===== config.mk =====
export PLATFORM = sky130hd
export DESIGN_NAME = pipelined_addsub
export DESIGN_NICKNAME = d
export VERILOG_FILES = /design/src/rtl/pipe_arith_pkg.sv /design/src/rtl/addsub_lane.sv /design/src/rtl/pipelined_addsub.sv
export SDC_FILE = /design/constraint.sdc
export NUM_CORES = 1
export LEC_CHECK = 0
export ABC_CLOCK_PERIOD_IN_PS = 1700
export CORE_ASPECT_RATIO = 1.2
export CORE_MARGIN = 2
export CORE_UTILIZATION = 50
export DETAILED_ROUTE_END_ITERATION = 16
export PLACE_DENSITY = 0.77
export SLEW_MARGIN = 5
export SYNTH_ARGS = -nofsm -noshare
export SYNTH_HDL_FRONTEND = slang
export SYNTH_SLANG_ARGS = --single-unit
export TNS_END_PERCENT = 5

===== constraint.sdc =====
create_clock -name clock -period 1.7 [get_ports clock]
set_input_delay 0.34 -clock clock [delete_from_list [all_inputs] [get_ports clock]]
set_output_delay 0.34 -clock clock [all_outputs]
set_load 0.05 [all_outputs]

===== src/rtl/pipe_arith_pkg.sv =====
// Shared definitions for the fixed-latency arithmetic pipes: op encoding and
// the per-lane result record.
package pipe_arith_pkg;

    localparam logic OP_ADD = 1'b0;
    localparam logic OP_SUB = 1'b1;

    // Widest lane any arithmetic pipe is expected to carry in a lane result.
    localparam int LANE_MAX_W = 64;

    typedef struct packed {
        logic [LANE_MAX_W-1:0] sum;
        logic                  ovf;
    } lane_res_t;

endpackage


===== src/rtl/addsub_lane.sv =====
// One lane of combinational add/subtract with overflow detection and
// optional clamping to the representable range.
module addsub_lane
    import pipe_arith_pkg::*;
#(
    parameter int WIDTH    = 32,
    parameter bit SIGNED   = 1'b0,
    parameter bit SATURATE = 1'b0
) (
    input  logic [WIDTH-1:0] a,
    input  logic [WIDTH-1:0] b,
    input  logic             op,
    output logic [WIDTH-1:0] sum,
    output logic             ovf
);

    logic [WIDTH:0]   ext;
    logic [WIDTH-1:0] raw;
    logic             ovf_w;

    // Clamp target: signed picks the rail on the side of the true result,
    // whose sign always equals a's sign when overflow occurs.
    function automatic logic [WIDTH-1:0] sat_value(input logic is_sub, input logic neg);
        logic [WIDTH-1:0] v;
        if (SIGNED) begin
            v = '1;
            v[WIDTH-1] = 1'b0;
            if (neg) v = ~v;
        end else begin
            v = is_sub ? '0 : '1;
        end
        return v;
    endfunction

    always_comb begin
        ext = (op == OP_SUB) ? ({1'b0, a} - {1'b0, b}) : ({1'b0, a} + {1'b0, b});
        raw = ext[WIDTH-1:0];
        if (SIGNED) begin
            if (op == OP_SUB)
                ovf_w = (a[WIDTH-1] != b[WIDTH-1]) && (raw[WIDTH-1] != a[WIDTH-1]);
            else
                ovf_w = (a[WIDTH-1] == b[WIDTH-1]) && (raw[WIDTH-1] != a[WIDTH-1]);
        end else begin
            ovf_w = ext[WIDTH];
        end
        ovf = ovf_w;
        sum = (SATURATE && ovf_w) ? sat_value(op == OP_SUB, a[WIDTH-1]) : raw;
    end

endmodule


===== src/rtl/pipelined_addsub.sv =====
// Multi-lane add/subtract pipeline with valid/ready flow control; stages
// collapse bubbles so any empty slot keeps the input ready.
module pipelined_addsub
    import pipe_arith_pkg::*;
#(
    parameter int WIDTH    = 32,
    parameter int LANES    = 1,
    parameter int LATENCY  = 4,
    parameter int TAG_W    = 8,
    parameter bit SIGNED   = 1'b0,
    parameter bit SATURATE = 1'b0
) (
    input  logic                   clock,
    input  logic                   reset,
    input  logic                   in_valid,
    output logic                   in_ready,
    input  logic                   in_op,
    input  logic [LANES*WIDTH-1:0] in_a,
    input  logic [LANES*WIDTH-1:0] in_b,
    input  logic [TAG_W-1:0]       in_tag,
    output logic                   out_valid,
    input  logic                   out_ready,
    output logic [LANES*WIDTH-1:0] out_sum,
    output logic [LANES-1:0]       out_ovf,
    output logic [TAG_W-1:0]       out_tag
);

    localparam int DW = LANES * WIDTH;

    logic [DW-1:0]    lane_sum;
    logic [LANES-1:0] lane_ovf;

    for (genvar k = 0; k < LANES; k++) begin : g_lane
        addsub_lane #(
            .WIDTH   (WIDTH),
            .SIGNED  (SIGNED),
            .SATURATE(SATURATE)
        ) u_lane (
            .a  (in_a[k*WIDTH +: WIDTH]),
            .b  (in_b[k*WIDTH +: WIDTH]),
            .op (in_op),
            .sum(lane_sum[k*WIDTH +: WIDTH]),
            .ovf(lane_ovf[k])
        );
    end

    logic             vld_q [LATENCY];
    logic             vld_d [LATENCY];
    logic [DW-1:0]    sum_q [LATENCY];
    logic [DW-1:0]    sum_d [LATENCY];
    logic [LANES-1:0] ovf_q [LATENCY];
    logic [LANES-1:0] ovf_d [LATENCY];
    logic [TAG_W-1:0] tag_q [LATENCY];
    logic [TAG_W-1:0] tag_d [LATENCY];
    logic [LATENCY-1:0] adv;

    always_comb begin
        adv = '0;
        adv[LATENCY-1] = !vld_q[LATENCY-1] || out_ready;
        for (int i = LATENCY - 2; i >= 0; i--) begin
            adv[i] = !vld_q[i] || adv[i+1];
        end
        // Stages come out of reset empty, so reset must gate ready explicitly.
        in_ready = adv[0] && reset;

        vld_d = vld_q;
        sum_d = sum_q;
        ovf_d = ovf_q;
        tag_d = tag_q;
        if (adv[0]) begin
            vld_d[0] = in_valid;
            sum_d[0] = lane_sum;
            ovf_d[0] = lane_ovf;
            tag_d[0] = in_tag;
        end
        for (int i = 1; i < LATENCY; i++) begin
            if (adv[i]) begin
                vld_d[i] = vld_q[i-1];
                sum_d[i] = sum_q[i-1];
                ovf_d[i] = ovf_q[i-1];
                tag_d[i] = tag_q[i-1];
            end
        end
    end

    always_ff @(posedge clock or negedge reset) begin
        if (!reset) begin
            for (int i = 0; i < LATENCY; i++) begin
                vld_q[i] <= 1'b0;
                sum_q[i] <= '0;
                ovf_q[i] <= '0;
                tag_q[i] <= '0;
            end
        end else begin
            vld_q <= vld_d;
            sum_q <= sum_d;
            ovf_q <= ovf_d;
            tag_q <= tag_d;
        end
    end

    assign out_valid = vld_q[LATENCY-1];
    assign out_sum   = sum_q[LATENCY-1];
    assign out_ovf   = ovf_q[LATENCY-1];
    assign out_tag   = tag_q[LATENCY-1];

endmodule


Word-level counts from Yosys, hierarchy flattened

Index checks and enable logic that the tools add are counted.

Reduce and logical (&&, ||, !) cells: 9
Muxes and demuxes: 1
Add/subtract/negate cells: 2

Operator list:

| cell                | number |
|---|---|
| $add A32 B32 Y33    | 1 |
| $mux W33            | 1 |
| $sub A32 B32 Y33    | 1 |
| $logic_not A1 Y1    | 4 |
| $logic_or A1 B1 Y1  | 4 |
| $logic_and A1 B1 Y1 | 1 |

Flip-flop bits (word level): 168
Output and inout bits: 43

Longest topological paths before layout

Gate-level depths: netlist (run 1).

Depth in word-level cells: 6
Depth in mapped cells: 17
Gate-level depth less buffers: 16

Modules after synthesis

From an unflattened synthesis (run 1), not the netlist that was laid out.

Cells, all modules: 770
Area, all modules: 9,141.3 sq um

By module, submodules not included:

| module           | cells an instance | times used | area an instance (sq um) | seq. area each (sq um) |
|---|---|---|---|---|
| pipelined_addsub | 398               | 1          | 6,548.8                  | 4,204.0 |
| addsub_lane      | 372               | 1          | 2,592.5                  | 0.0 |

Worst setup path before layout (run 1)

Ideal clock, no wire load.

Path kind: input to register
Start point: in in_b[8]
End point: reg sum_q[122] (netlist name)
Required time: 1.568 ns
Stages on the path: 15
Path slack: -1.680 ns
Arrival time: 3.248 ns
Buffers on the path: 0
Setup time: 0.132 ns
Path through: nor4_4 -> nand2_1 -> nor3_2 -> and3b_1 -> nor2_1 -> xnor2_1 -> ha_1 -> and3_1 -> and2_1 -> a221oi_2 -> o22ai_1 -> a211o_1 -> a21oi_1 -> xor2_1 -> o21ai_1

Cells in the longest elaborated chain, start to end: 2
Elaborated cells between the ends (all ways): 3
Classes of those cells: 2 x add/sub; 1 x mux

Ends and longest elaborated chain:

| item                                                        | line                   | source |
|---|---|---|
| from (decl)                                                 | pipelined_addsub.sv:19 | `input logic [LANES*WIDTH-1:0] in_b,` |
| $add A32 B32 Y33 / $sub A32 B32 Y33 (equally long branches) | addsub_lane.sv:36      | `ext = (op == OP_SUB) ? ({1'b0, a} - {1'b0, b}) : ({1'b0, a} + {1'b0, b});` |
| $mux W33 *                                                  | addsub_lane.sv:36      |  |
| to (signal assigned)                                        | pipelined_addsub.sv:96 | `sum_q <= sum_d;` |
| to (decl)                                                   | pipelined_addsub.sv:49 | `logic [DW-1:0] sum_q [LATENCY];` |

Mark *: on every way between the ends. The rest lies on a longest branch, timed or not.
A chain may end at the register's enable or synchronous reset.

Worst setup path in the final report (run 1)

Start point: in in_b[0]
End point: reg sum_q[113] (netlist name)

The elaborated chain is that of the path after synthesis.

==> metrics.md, run 1 <==
| Metric | Value |
|---|---|
| Row Count | 53 |
| Peak supply drop | 0.0006983 V |
| CTS tree | done |
| Met1 usage | 28.94% |
| Vias in the first global route | 6,800 |
| DP HPWL | 15.06 mm |
| WP data required | 2.00 ns |
| Count of final hold-check violations | 20 |
| Reg2reg path depth | 7 |
| Mean Syn Cell Area | 10.91 µm² |
| N_diodes | 0 |
| Post-synthesis net count | 918 |
| H-tree Lvls | 4 |
| DR vias | 6,724 |
| Initial antenna violation count | 1 |
| Relative slew margins | 52.57% |
| Critical Path Sink Type | flop |
| Area leader, netlist | dfrtp_1 |
| Top_reg_cell synth | dfrtp_1 |
| Clk pin slew, worst setup/hold paths | 0.06 ns |
| Gr ovfl total | 0 |
| Register area | 4204 µm² |
| Synth top area cells | dfrtp_1, mux2_2, xnor2_1, ha_1, a21oi_1 |
| Crit path DAT | 3.36 ns |
| YS warnings | 0 |
| Outcome | complete, but fails checks |
| GRT Total Usage | 22.18% |
| Initial Utilization | 50.67% |
| Top-count cell post-synth | dfrtp_1 |
| Final Critical Period | 3.062 ns |
| Hold slack | -0.04232 ns |
| Core area | 17,370 µm² |
| Number of I/O port buffers | 119 |
| Worst setup SP type | input pin |
| Final instance area | 12,090 µm² |
| Die height | 149.4 µm |
| CTS Buf Count | 17 |
| Post-Syn Instances | 807 |
| Largest net degree at the start of global routing | 111 |
| Worst Tran Pin Value | 0.7115 ns |
| Number of DRC markers in iteration 0 | 338 |
| Met2 GRT Util | 38.48% |
| Seq cells post-synth | 168 |
| Drt pass-1 iters | 5 |
| Fmax | 326.6 MHz |
| Fin crit share | 180.1% |
| Layout cells sized above 1 | 43.76% |
| GR peak layer | met2 |
| Sequential area share after synthesis | 47.75% |
| Drt drc | 0 |
| Ys async rst share | 100.0% |
| Final WS setup | -1.362 ns |
| Die area | 18,690 µm² |
| Top Ports | 120 |
| FF-to-FF Start | out_valid |
| Final setup viols | 30 |
| Clock sink count | 168 |
| Routed vias/inst | 5.233 |
| Yosys top cell area share | 47.75% |
| Pwr dens | 1363 nW/µm² |
| Reg-to-reg slack, setup | 0.20 ns |
| Clock buffer depth | 2 |
| Violated checks | negative hold slack, negative setup slack |
| Synth cell types | 61 |
| HP Class | in2async |
| Cell area after synthesis | 8803 µm² |
| Critical path fanouts, max | 5 |
| Routing usage on met3 | 3.694% |
| Synth cell count leaders | dfrtp_1, mux2_2, a21oi_1, nor2_1, nand2_1 |
| Post-layout nets | 1,163 |
| Worst R2R End | sum_q[113] |
| P_leak | 0.005426 µW |
| GP Congestion | 0.9146 |
| Drt wl/cell | 15.89 µm |
| Critical path class | in2reg |
| Max Slew Vio Count | 0 |
| # fillers | 1,325 |
| Max Cap Violations | 0 |
| RSZ-0062 raised after global routing | yes |
| Multi-input gate area | 4548 µm² |
| Hold Buf Count CTS | 0 |
| CTS Root Cell | clkbuf_16 |
| Worst-Skew Late Latency | 0.43 ns |
| Util after Layout | 69.56% |
| Final wirelength | 20.41 mm |
| Post-synth EDFFs | 0 |
| Design Power | 16,470 µW |
| Cell Area, Placed | 11,060 µm² |
| Area growth from synthesis to layout | 37.28% |
| Die X | 125.1 µm |
| Routed Antenna Nets | 0 |
| First-pass GRT wire length | 33.31 mm |
| Final Skew | 0.009741 ns |
[where the power goes]
part / switching, µW / internal (µW)
clock network: 1600 / 2000
logic: 3570 / 2960
registers: 792 / 5550
[layout by cell type (no fill, tap or decap), drive strengths merged, types with 13 or more instances in the layout]
cell type	instances
nand2	58
a21oi	70
ha	33
xnor2	48
nor2	68
buf	226
mux2	123
nor3	16
inv	23
o21ai	24
clkbuf	20
dfrtp	168
clkdlybuf4s50	56
xor2	13
[stage by stage]
step | setup slack, ns | hold WS (ns) | TNS [ns] | std cells
floorplan | -1.617 | 0.04441 | -59.75 | 807
global placement | -2.194 | 0.4441 | -61.59 | 1241
detailed placement | -2.251 | 0.4499 | -65.67 | 1241
CTS | -1.388 | 0.01457 | -29.09 | 1285
global route | -1.498 | 0.01087 | -33.56 | 1285
finish | -1.362 | -0.04232 | -29.66 | 1285
[what timing repair did]
item                       in CTS  in global routing
buffers inserted               12                  0
resized for setup             103                 31
setup endpoints to repair      33                 31
pin swaps                      35                 23
[final cells by class]
cell class | instances | share of cell area, %
tap | 220 | 2.278
clock inverter | 12 | 0.7972
sequential | 168 | 34.79
clock buffer | 20 | 3.862
inverter | 22 | 0.6833
timing repair buffer | 293 | 19.96
multi-input combinational | 550 | 37.63
[worst max-delay path by stage]
| stage | startpoint | to | slack (ns) | cells after the start |
|---|---|---|---|---|
| final | in_b[0] | sum_q[113] | -1.36 | 18 |
| after global routing | in_b[1] | sum_q[127] | -1.50 | 19 |
| after CTS | in_b[2] | sum_q[124] | -1.39 | 17 |
| after detailed placement | in_b[4] | sum_q[124] | -2.25 | 17 |
| after global placement | in_b[4] | sum_q[124] | -2.19 | 17 |
| after floorplan | in_b[5] | sum_q[122] | -1.62 | 15 |
[per-layer routing]
metal | part of all wire (%) | vias up
met5 | 0.078 | -
met4 | 1.2 | 2
met3 | 3.5 | 25
met2 | 51 | 142
met1 | 45 | 3266
li1 | - | 3289
[sequential cells by signal, indices dropped and copies added (netlist names)]
register,count
out_valid,1
out_sum,32
ovf_q,3
out_ovf,1
tag_q,24
sum_q,96
out_tag,8
vld_q,3
[cells by family after synthesis]
group	share of synthesized area [%]
buf+inv	5.515
flops	47.75
compound gates	10.25
simple gates	9.536
mux	15.96
fa+ha+maj	4.918
xor+xnor	6.069
[worst max-delay path, stage by stage]
cell	delay, ns
clkdlybuf4s15_2	0.21
inv_2	0.06
buf_4	0.12
and3_4	0.18
buf_4	0.13
buf_4	0.15
a21oi_1	0.16
xnor2_1	0.13
ha_1	0.40
nand4_1	0.17
or2_0	0.27
a211oi_2	0.20
nor2_1	0.10
buf_4	0.17
nor3b_2	0.18
nor2_1	0.07
xor2_1	0.22
o21ai_1	0.10
(Power assumes the default switching activity.)
==> run 2: changes to the inputs <==
--- a/config.mk
+++ b/config.mk
@@ -9,6 +9,7 @@
 export CORE_ASPECT_RATIO = 1.2
 export CORE_MARGIN = 2
 export CORE_UTILIZATION = 50
+export CTS_CLUSTER_DIAMETER = 50
 export DETAILED_ROUTE_END_ITERATION = 16
 export PLACE_DENSITY = 0.77
 export SLEW_MARGIN = 5
==> results of run 2 <==
Final layout, timing and power as in run 1 (identical DEF).
==> run 3: changes to the inputs <==
--- a/config.mk
+++ b/config.mk
@@ -6,6 +6,7 @@
 export NUM_CORES = 1
 export LEC_CHECK = 0
 export ABC_CLOCK_PERIOD_IN_PS = 1700
+export CAP_MARGIN = 20
 export CORE_ASPECT_RATIO = 1.2
 export CORE_MARGIN = 2
 export CORE_UTILIZATION = 50
==> results of run 3 <==
Final layout, timing and power as in run 1 (identical DEF).
